### src/rtl/num_analyzer_pkg.sv
// Shared definitions for the number-analyzer family: FSM encoding and result-width helper.
package num_analyzer_pkg;

    typedef enum logic [1:0] {
        IDLE  = 2'b00,
        SHIFT = 2'b01,
        DONE  = 2'b10
    } state_t;

    // Bits needed to hold a value in 0..modulus-1.
    function automatic int rem_width(input int modulus);
        return (modulus <= 2) ? 1 : $clog2(modulus);
    endfunction

endpackage

### src/rtl/mod_step.sv
// One MSB-first step of serial modular reduction: r_next = (2*r + bit_in) mod MODULUS.
module mod_step
    import num_analyzer_pkg::*;
#(
    parameter int MODULUS = 3,
    localparam int RW = rem_width(MODULUS)
) (
    input  logic [RW-1:0] r,
    input  logic          bit_in,
    output logic [RW-1:0] r_next
);

    localparam logic [RW:0] MOD_T = MODULUS[RW:0];

    logic [RW:0] t;
    logic [RW:0] t_sub;

    // r < MODULUS bounds t below 2*MODULUS, so a single conditional subtract is exact.
    always_comb begin
        t      = {r, bit_in};
        t_sub  = t - MOD_T;
        r_next = (t >= MOD_T) ? t_sub[RW-1:0] : t[RW-1:0];
    end

endmodule

### src/rtl/parametric_number_analyzer.sv
// Serial odd/even, mod-MODULUS and divisibility classifier with valid/ready on both sides.
module parametric_number_analyzer
    import num_analyzer_pkg::*;
#(
    parameter int WIDTH   = 8,
    parameter int MODULUS = 3,
    localparam int RW = rem_width(MODULUS)
) (
    input  logic             clock,
    input  logic             reset,
    input  logic             enable,
    input  logic             in_valid,
    output logic             in_ready,
    input  logic [WIDTH-1:0] in_number,
    output logic             out_valid,
    input  logic             out_ready,
    output logic             is_odd,
    output logic             is_divisible,
    output logic [RW-1:0]    remainder
);

    localparam int CW = $clog2(WIDTH + 1);

    state_t           state;
    state_t           state_next;
    logic [WIDTH-1:0] shreg;
    logic [CW-1:0]    count;
    logic [RW-1:0]    r;
    logic [RW-1:0]    r_next;
    logic             last_bit;

    assign in_ready  = enable && (state == IDLE);
    assign out_valid = (state == DONE);
    assign last_bit  = (count == CW'(1));

    mod_step #(.MODULUS(MODULUS)) u_mod_step (
        .r      (r),
        .bit_in (shreg[WIDTH-1]),
        .r_next (r_next)
    );

    always_ff @(posedge clock or posedge reset) begin
        if (reset) state <= IDLE;
        else       state <= state_next;
    end

    always_comb begin
        state_next = state;
        if (!enable) begin
            state_next = IDLE;
        end else begin
            case (state)
                IDLE:    if (in_valid) state_next = SHIFT;
                SHIFT:   if (last_bit) state_next = DONE;
                DONE:    if (out_ready) state_next = IDLE;
                default: state_next = IDLE;
            endcase
        end
    end

    // Result fields only move on the final shift, so they hold through back-pressure and aborts.
    always_ff @(posedge clock or posedge reset) begin
        if (reset) begin
            shreg        <= '0;
            count        <= '0;
            r            <= '0;
            is_odd       <= 1'b0;
            is_divisible <= 1'b0;
            remainder    <= '0;
        end else if (in_valid && in_ready) begin
            shreg  <= in_number;
            is_odd <= in_number[0];
            r      <= '0;
            count  <= CW'(WIDTH);
        end else if (enable && state == SHIFT) begin
            r     <= r_next;
            shreg <= shreg << 1;
            count <= count - CW'(1);
            if (last_bit) begin
                remainder    <= r_next;
                is_divisible <= (r_next == '0);
            end
        end
    end

endmodule
### config.mk
export PLATFORM = sky130hd
export DESIGN_NAME = parametric_number_analyzer
export DESIGN_NICKNAME = d
export VERILOG_FILES = /design/src/rtl/num_analyzer_pkg.sv /design/src/rtl/mod_step.sv /design/src/rtl/parametric_number_analyzer.sv
export SDC_FILE = /design/constraint.sdc
export NUM_CORES = 1
export LEC_CHECK = 0
export CAP_MARGIN = 30
export CORE_UTILIZATION = 40
export CTS_CLUSTER_DIAMETER = 30
export CTS_CLUSTER_SIZE = 24
export DETAILED_ROUTE_END_ITERATION = 10
export DONT_BUFFER_PORTS = 1
export PLACE_DENSITY = 0.56
export SLEW_MARGIN = 0
export SYNTH_ARGS = -nofsm -noshare
export SYNTH_HDL_FRONTEND = slang
export SYNTH_SLANG_ARGS = --single-unit
### constraint.sdc
create_clock -name clock -period 1.79 [get_ports clock]
set_input_delay 0.179 -clock clock [delete_from_list [all_inputs] [get_ports clock]]
set_output_delay 0.179 -clock clock [all_outputs]
set_load 0.005 [all_outputs]
==> results of run 1 <==
## state kept, by name (all words and copies together), names as in the netlist
signal / count
remainder: 2
is_divisible: 1
shreg: 8
r: 2
state: 2
count: 4
is_odd: 1
## cell usage after synthesis
library cell	count
a2111oi_0	1
a21o_1	7
a21oi_1	3
a22o_1	7
a22o_2	2
a31oi_1	1
and3_2	1
and3b_1	1
and4bb_4	1
buf_4	1
buf_6	2
buf_8	1
dfrtp_1	20
ha_1	3
inv_1	7
mux2_2	4
mux2i_1	2
nand2_1	3
nand2b_1	1
nand3b_1	1
nor2_1	3
nor2_2	1
nor3_1	3
nor3b_1	2
o21ai_0	2
o21bai_1	1
o22ai_1	2
or3_1	2
## how the worst max path moves through the flow
stage,start,end,slack [ps],cells past startpoint
CTS,shreg[7],is_divisible,240,4
global placement,shreg[7],is_divisible,270,4
floorplan,shreg[7],is_divisible,310,4
detailed placement,shreg[7],is_divisible,260,4
finish,shreg[7],is_divisible,240,4
global route,count[1],is_divisible,170,5
## metrics by stage
stage / util (%) / total power [mW] / setup WS, ps / area [sq um]
after global placement: 43.21 / 0.9716 / 270.3 / 983.4
after floorplan: - / 0.9233 / 313.5 / 985.9
after global routing: 44.64 / 1.277 / 170.2 / 1016
after CTS: 44.64 / 1.199 / 241.2 / 1016
final: 44.64 / 1.181 / 244.1 / 1016
after detailed placement: 43.21 / 0.9862 / 261.9 / 983.4
## layer usage
metal	share of wire (%)	vias to the layer above	GRT usage [%]	routed length, microns
met5	0	-	0	0
met4	1.4	0	8.108	23
met1	47	306	18.47	769
met3	4.8	4	2.924	78
met2	46	18	24.03	752
li1	-	313	-	-
## where the power goes
| part | switching [mW] | internal [mW] |
|---|---|---|
| Combinational | 0.146 | 0.160 |
| Sequential | 0.0936 | 0.572 |
| Clock | 0.130 | 0.0783 |
## layout make-up
cell class              instances  area [sq um]  share of cell area [%]
inverters                       7         26.28                   2.586
repair buffers                  2         17.52                   1.724
flip-flops and latches         20         500.5                   49.26
clock buffers                   3         22.52                   2.217
multi-input cells              54         414.1                   40.76
well taps                      28         35.03                   3.448
## kinds of logic after synthesis
kind of cell,after synthesis
compound gates,26
simple gates,19
buf+inv,11
flops,20
mux,6
fa+ha+maj,3
## critical path, stage by stage (launching register included)
cell	delay [ps]
dfrtp_1	450
ha_1	210
or3_1	400
mux2i_1	140
mux2_2	260
==> run metrics, run 1 <==
r2r endpoint=is_divisible; GR Util All Layers=14.84%; grt ovf=0; initial DRC count=5; Seq/Total Area, Yosys=50.76%; Clock Latency Late Sink=300 ps; hpwl dp=1200 microns; CTS buffer count=3; Net Count, Synth=between 100 and 150; Worst setup EP type=register; clock skew=a little under 7 ps; Root Buffer=clkbuf_4; core region area=roughly 2300 sq um; R2R setup slack=240 ps; Die Y=51.65 microns; Rows=17; adder-cell share of the synthesized area=3.807%; Yosys top cell area share=about half; number of max-slew violations in the final report=0; Leak=0.5141 nW; Cell Pwr Density=between 1000 and 1500 nW/um^2; Routed Antenna Nets=0; quantity of gates resized following cts=0; worst reg2reg path depth=4; largest family of logic cells by synthesized area=compound AO/OA/AOI/OAI gates; H-tree levels=1; # IOs=19; vias in the first global route=685; Worst Path Arrival=1740 ps; routed via count=641; YS warnings=0; nets@finish=around 100; required time of the worst setup path=1980 ps; Yosys cell types=28; worst hold slack=21.74 ps; Die X=51.65 microns; first-pass GRT wire length=roughly 2900 microns; P&R area growth vs syn=3.045%; most frequent cells in the layout=dfrtp_1, inv_1, a22o_1, a21o_1, mux2_2; worst min path class=input port to register; Max Root-Sink Buffers=2; Synth Cell Area=roughly 990 sq um; simple-gate share of the synthesized area=11.93%; gpl congestion=0.7509; most common cell after layout, fill and taps aside=dfrtp_1; Max Fanout on Critical Path=6; antenna violations before repair=0; drt pass-1 iters=4; Yosys top cell by area=dfrtp_1; mean post-synth cell area=11.60 sq um; Die ar.=2667 sq um; Hold Path Depth=2; Synth area leaders=dfrtp_1, a22o_1, a21o_1; cts hold-fix bufs=1; final setup fails=0; largest net degree at the start of global routing=21; starting density of the core=43.32%; input/output buffers=0; Post-Synthesis Cells=85; post-synthesis mux area share=6.599%; final hold violation count=0; Yosys reg bits=20; Ant. Diodes=0; Setup crit start kind=register; VDD IR-drop max=roughly 0.62 mV; Filler cells=216; Max Cap Viol=0; Synth Area in Compound Gates=19.67%; Slew HR=49.93%; RSZ-0062 raised after global routing=no; total negative slack=0 ps; Non-Filler Instances=114; Hold Crit Start=enable; vias per cell=5.623; clock sinks=20; status=finished, final reports clean; DRC violations left=0; clock input transition at the sequential cells of the worst setup and hold paths=110 ps; share of cells above drive strength 1=15.12%; worst slew pin tran=750.3 ps; final worst-path cycle share=86.36%; Crit Path Category=register to register; fin crit period=1546 ps; FF-to-FF Start=shreg[7]; Detailed Route WL=1623 microns; Post-Synth XOR/XNOR Area=0%; Max Clk Rate=around 650 MHz; Hold EP=state[1]; Post CTS Setup Buffer Count=0; WL/cell=approximately 14 microns; Inst Count DP=110; CTS tree=done
(Power assumes the default switching activity.)
==> run 2: changes to the inputs <==
--- a/config.mk
+++ b/config.mk
@@ -5,7 +5,7 @@
 export SDC_FILE = /design/constraint.sdc
 export NUM_CORES = 1
 export LEC_CHECK = 0
-export CAP_MARGIN = 30
+export CAP_MARGIN = 15
 export CORE_UTILIZATION = 40
 export CTS_CLUSTER_DIAMETER = 30
 export CTS_CLUSTER_SIZE = 24
==> results of run 2 <==
Same layout as run 1: the final DEF is identical, and so are final timing and power.
